--- config.mk ---
export PLATFORM = sky130hd
export DESIGN_NAME = pipeline_fetch_ctrl
export DESIGN_NICKNAME = d
export VERILOG_FILES = /design/src/rtl/pipeline_fetch_ctrl.sv
export SDC_FILE = /design/constraint.sdc
export NUM_CORES = 1
export LEC_CHECK = 0
export BUFFER_PORTS_ARGS = -buffer_cell sky130_fd_sc_hd__buf_2
export CAP_MARGIN = 40
export CORE_AREA = 4 4 153 155
export DETAILED_ROUTE_END_ITERATION = 6
export DIE_AREA = 0 0 157 159
export PLACE_DENSITY = 0.61
export SYNTH_ARGS = -nofsm -noshare
export SYNTH_HDL_FRONTEND = slang
export SYNTH_SLANG_ARGS = --single-unit
--- constraint.sdc ---
create_clock -name clk -period 1.8 [get_ports clk]
set_input_delay 0.18 -clock clk [delete_from_list [all_inputs] [get_ports clk]]
set_output_delay 0.18 -clock clk [all_outputs]
set_load 0.03 [all_outputs]
--- src/rtl/pipeline_fetch_ctrl.sv ---
// ---------------------------------------------------------------------------
// pipeline_fetch_ctrl
// Fetch sequencer for the pipeline IF stage. It drives the PC register
// enable/select, runs the instruction-memory req/ack handshake and owns the
// IF/ID pipeline register. It copes with variable-latency imem, ID
// back-pressure and EX redirects, including discarding a wrong-path response
// that is still outstanding when a redirect arrives.
//
// Parameters
//   NOP_INST  instruction placed in IF/ID on reset or flush
//   MAX_WAIT  unanswered request cycles before imem_err is raised (>= 2)
//
// Ports
//   clk, rst            clock; synchronous active-high reset
//   pc_if               current PC (IF-stage PC register output)
//   redirect_valid      EX taken branch/jump, one-cycle pulse
//   redirect_target     redirect destination
//   stall_id            ID cannot accept a new instruction this cycle
//   imem_req/imem_addr  fetch request (combinational from state) and address
//   imem_ack/imem_rdata one-cycle response pulse and fetched instruction
//   pc_en/pc_sel        PC register enable / select (0 = PC+4, 1 = pc_target)
//   pc_target           PC load value on redirect
//   ifid_valid/pc/inst  IF/ID register contents
//   imem_err            sticky fetch-timeout flag
// ---------------------------------------------------------------------------
module pipeline_fetch_ctrl #(
  parameter logic [31:0] NOP_INST = 32'h0000_0013,
  parameter int unsigned MAX_WAIT = 16
) (
  input  logic        clk,
  input  logic        rst,
  input  logic [31:0] pc_if,
  input  logic        redirect_valid,
  input  logic [31:0] redirect_target,
  input  logic        stall_id,
  output logic        imem_req,
  output logic [31:0] imem_addr,
  input  logic        imem_ack,
  input  logic [31:0] imem_rdata,
  output logic        pc_en,
  output logic        pc_sel,
  output logic [31:0] pc_target,
  output logic        ifid_valid,
  output logic [31:0] ifid_pc,
  output logic [31:0] ifid_inst,
  output logic        imem_err
);

  localparam int unsigned      CNT_W    = $clog2(MAX_WAIT + 1);
  localparam logic [CNT_W-1:0] WAIT_MAX = CNT_W'(MAX_WAIT);
  // The error flag rises on the cycle whose increment brings the count to MAX_WAIT-1.
  localparam logic [CNT_W-1:0] WAIT_ERR = CNT_W'(MAX_WAIT - 2);

  // FETCH: live request at pc_if; HOLD: buffer full, no request;
  // DROP: wrong-path request still outstanding at req_addr_q.
  typedef enum logic [1:0] {
    S_FETCH = 2'd0,
    S_HOLD  = 2'd1,
    S_DROP  = 2'd2
  } state_e;

  state_e           state_q;
  logic [31:0]      req_addr_q;
  logic [31:0]      buf_pc_q;
  logic [31:0]      buf_inst_q;
  logic [CNT_W-1:0] wait_cnt_q;
  logic             ifid_valid_q;
  logic [31:0]      ifid_pc_q;
  logic [31:0]      ifid_inst_q;
  logic             imem_err_q;

  logic             req_c;

  // Handshake and PC control, combinational from state and inputs.
  always_comb begin
    req_c     = 1'b0;
    imem_addr = pc_if;
    pc_en     = 1'b0;
    pc_sel    = 1'b0;
    pc_target = redirect_target;
    if (!rst) begin
      req_c = (state_q != S_HOLD);
      if (state_q == S_DROP) begin
        imem_addr = req_addr_q;
      end
      if (redirect_valid) begin
        pc_en  = 1'b1;
        pc_sel = 1'b1;
      end else if ((state_q == S_FETCH) && imem_ack) begin
        // A live response always advances the PC, even when it lands in the buffer.
        pc_en = 1'b1;
      end
    end
  end

  assign imem_req = req_c;

  // State, IF/ID, skid buffer, timeout counter.
  always_ff @(posedge clk) begin
    if (rst) begin
      state_q      <= S_FETCH;
      req_addr_q   <= '0;
      buf_pc_q     <= '0;
      buf_inst_q   <= '0;
      wait_cnt_q   <= '0;
      ifid_valid_q <= 1'b0;
      ifid_pc_q    <= '0;
      ifid_inst_q  <= NOP_INST;
      imem_err_q   <= 1'b0;
    end else begin
      // Timeout tracking runs only while a request is on the bus.
      if (req_c) begin
        if (imem_ack) begin
          wait_cnt_q <= '0;
        end else begin
          if (wait_cnt_q != WAIT_MAX) begin
            wait_cnt_q <= wait_cnt_q + CNT_W'(1);
          end
          if (wait_cnt_q >= WAIT_ERR) begin
            imem_err_q <= 1'b1;
          end
        end
      end

      // Address of the live request; frozen once it goes stale in DROP.
      if (state_q == S_FETCH) begin
        req_addr_q <= pc_if;
      end

      if (redirect_valid) begin
        // Flush IF/ID and the buffer; an unanswered live request becomes stale.
        ifid_valid_q <= 1'b0;
        ifid_inst_q  <= NOP_INST;
        buf_pc_q     <= '0;
        buf_inst_q   <= '0;
        case (state_q)
          S_FETCH: state_q <= imem_ack ? S_FETCH : S_DROP;
          S_HOLD:  state_q <= S_FETCH;
          S_DROP:  state_q <= imem_ack ? S_FETCH : S_DROP;
          default: state_q <= S_FETCH;
        endcase
      end else begin
        case (state_q)
          S_FETCH: begin
            if (imem_ack) begin
              if (stall_id) begin
                buf_pc_q   <= pc_if;
                buf_inst_q <= imem_rdata;
                state_q    <= S_HOLD;
              end else begin
                ifid_valid_q <= 1'b1;
                ifid_pc_q    <= pc_if;
                ifid_inst_q  <= imem_rdata;
              end
            end
          end
          S_HOLD: begin
            if (!stall_id) begin
              ifid_valid_q <= 1'b1;
              ifid_pc_q    <= buf_pc_q;
              ifid_inst_q  <= buf_inst_q;
              buf_pc_q     <= '0;
              buf_inst_q   <= '0;
              state_q      <= S_FETCH;
            end
          end
          S_DROP: begin
            // Wrong-path response is dropped; the new PC is fetched next cycle.
            if (imem_ack) begin
              state_q <= S_FETCH;
            end
          end
          default: state_q <= S_FETCH;
        endcase
      end
    end
  end

  assign ifid_valid = ifid_valid_q;
  assign ifid_pc    = ifid_pc_q;
  assign ifid_inst  = ifid_inst_q;
  assign imem_err   = imem_err_q;

endmodule

==> results.toml <==
[logic_synthesis]
synthCells = 726
synth_edf_count = 0
ys.flop_type = "dfxtp_1"
yosys.cell_types.count = 38
yosysTopAreaCellShare = 0.4702
netlist_area_sq_mm = 0.007196
synth_area_per_cell_sq_um = 9.911
yosys_warnings = 0
syn_nets = 830
synth_seq_area_share = 0.4702
synthTopCellsByArea = "dfxtp_1, mux2i_1, a22o_1, mux2_2, a21oi_1"
synth-async-reset-ratio = 0
ys_ff_latch = 169
yosysTopAreaCell = "dfxtp_1"

[routing]
avgRoutedWirePerCell_um = 17.46
viasPerCell = 5.133
drt-pass1-iter-count = 4
drc_errors = 0
drt_iter0_markers = 280
antenna_left = 0
via_count = 6093
wl_um = 20720

[timing]
report.final.slew_viol_count = 0
min_period_ns = 1.969
max_slew.worst_pin.slew_ns = 0.5402
max_slew_margin = 0.6350
fmax_ghz = 0.5080
finalClockSkew_ns = 0.01053
post-route-period-util = 1.094
timing.final.hold_violations = 0
rsz0062_at_grt = "true"
postLayoutSetupSlackWorst_ns = -0.1687
setup_viol = 32
tns_ns = -4.721

[floorplanning]
io-pin-count = 234
fp.dieH_um = 159
die_x_um = 157
rows = 54
die_area_sq_mm = 0.02496
design.core.area_sq_mm = 0.02182
start_util = 0.3297

[grt]
grt_pass1_wl_um = 32930
antenna_found_initial = 1
grt_pass1_vias = 6153
grt_max_degree = 41
overflow = 0
grtUsageTotal = 0.1636

[final_layout]
stdcell_count = 1187
final_common_cell = "dfxtp_1"
layout-drive-gt1-share = 0.3197
layout_common_cells = "dfxtp_1, buf_2, nand2_1"
nets = 998
diodes = 0
area_growth_syn_to_layout_pct = 29.89
seqCellArea_sq_mm = 0.003386
fillCellCount = 2124
multi_input_area_sq_mm = 0.003214

[setup_path]
crit_chain = "nor3b_4 > buf_6 > buf_12 > mux2_2 > buf_4"
startpoint_type = "flop"
cp_num_buf_inv = 3
cp_top_family = "buffers and inverters"
cp_max_fo = 14
r2r_end = "ifid_inst[29]$_SDFFE_PP0P_"
r2r_slack_ns = 0.18
critPathLaunch = "state_q[0]$_SDFFE_PP0P_"
path_class = "reg2out"
cp-end-kind = "primary output"
crit_required_ns = 1.62
endpoint = "imem_addr[26]"
reg2reg_depth = 6
max_stage_delay_ns = 0.35
path_depth = 5
arrival_ns = 1.79
slowest_stage = "dfxtp_2"
worstReg2RegStart = "state_q[1]$_SDFFE_PP0P_"

[power]
sequentialPowerShare = 0.450
switching_share = 0.2774
p_sw_w = 0.002433
clock_power_share = 0.412
power_density_mw_per_mm2 = 938.4
ir_drop_mv = 0.5727
p_leak_nw = 4.257
finalPower_w = 0.008771
combPwrFrac = 0.139
p_int_w = 0.006338

[status]
violations = "negative setup slack"
status = "finished, violations left"

[cts]
cts.path.max_buffers = 2
cts_tree = "done"
cts_max_level = 4
clock_sinks = 169
clkTransAtPathRegs_ns = 0.07
clock_latency_ns = 0.42
cts-root-buf = "clkbuf_16"
cts_buffers = 17

[min_path]
hold_class = "in2reg"
hold-path-cell-count = 2
holdCritStartpoint = "pc_if[19]"

[place]
place_inst = 1110
dp_hpwl_um = 13120
place_ws_ns = 0.2085
gp_congestion = 0.7275
port_buffers = 169

[job]
drv_cap = 0
metal layers:
metal	vias up	wire length [um]	part of all wire	track usage
met3	24	1114	0.054	0.04730
met2	136	9620	0.46	0.2607
li1	2983	-	-	-
met1	2948	9722	0.47	0.2161
met5	-	13	0.00063	0
met4	2	252	0.012	0.04576
registers in the layout (all words and copies together) (netlist names):
name / count
ifid_pc: 32
buf_pc_q: 32
ifid_inst: 32
state_q: 2
buf_inst_q: 32
req_addr_q: 32
imem_err: 1
wait_cnt_q: 5
ifid_valid: 1
cell families (layout without fill, tap and decap cells):
kind of cell               Yosys count  count (layout)  synth area share
AOI/OAI and AO/OA                  242             242            0.2342
DFF                                169             169            0.4702
and+or+nand+nor                    110             110           0.06764
buffers and inverters              109             290           0.08781
muxes                               93              93            0.1349
adders and majority gates            3               3          0.005217
metrics by stage:
step / utilization / hold slack (ns) / area, sq um
2_1_floorplan: - / 0.3055 / 7196
3_3_place_gp: 0.3766 / 0.3602 / 8218
3_5_place_dp: 0.3766 / 0.3602 / 8218
4_1_cts: 0.4270 / 0.00003078 / 9318
5_1_grt: 0.4283 / 0.004747 / 9346
6_report: 0.4283 / 0.01983 / 9346
final cells by class:
class,instances,share of cell area
timing repair buffer,254,0.1930
multi-input combinational,448,0.3439
tap,280,0.03748
clock buffer,18,0.04699
inverter,4,0.001606
sequential,169,0.3622
clock inverter,14,0.01473
power groups by stage:
| stage | logic (W) | clock network, W | registers, W |
|---|---|---|---|
| final | 0.00121 | 0.00361 | 0.00394 |
| after CTS | 0.00122 | 0.00372 | 0.00394 |
| after floorplan | 0.000731 | 0 | 0.00412 |
| after global routing | 0.00132 | 0.00388 | 0.00396 |
| after detailed placement | 0.00111 | 0 | 0.00403 |
| after global placement | 0.00110 | 0 | 0.00402 |
worst register-to-register path, cell delays in order, from the launching register on:
cell and delay (ns):
dfxtp_2 0.32, buf_4 0.16, or2_1 0.27, buf_4 0.23
nor2_2 0.18, buf_12 0.21, a211oi_1 0.12
how the worst min path moves through the flow:
stage | end | slack [ns]
6_report | buf_pc_q[19]$_SDFFE_PP0P_ | 0.02
5_1_grt | buf_pc_q[19]$_SDFFE_PP0P_ | 0.005
4_1_cts | buf_pc_q[23]$_SDFFE_PP0P_ | 0.00003
3_5_place_dp | pc_target[11] | 0.36
3_3_place_gp | pc_target[11] | 0.36
2_1_floorplan | buf_inst_q[0]$_SDFFE_PP0P_ | 0.31
repair_timing:
| item | CTS | global route |
|---|---|---|
| pin swaps | 1 | 0 |
| resized for setup | 34 | 1 |
| setup endpoints to repair | 34 | 34 |
| setup buffers | 2 | 2 |
| hold buffers | 39 | 1 |
| cloned | 1 | 0 |
| endpoints found under the hold margin | 39 | 1 |
cells in the mapped netlist (all sizes together), types with 5 or more instances:
| cell | count |
|---|---|
| dfxtp | 169 |
| mux2i | 61 |
| a32oi | 5 |
| o21ai | 36 |
| clkbuf | 46 |
| nand2 | 76 |
| a22o | 63 |
| buf | 59 |
| mux2 | 32 |
| nor2 | 12 |
| o311ai | 32 |
| a21oi | 67 |
| a211oi | 30 |
No activity file was read; power rests on OpenSTA's default activity.
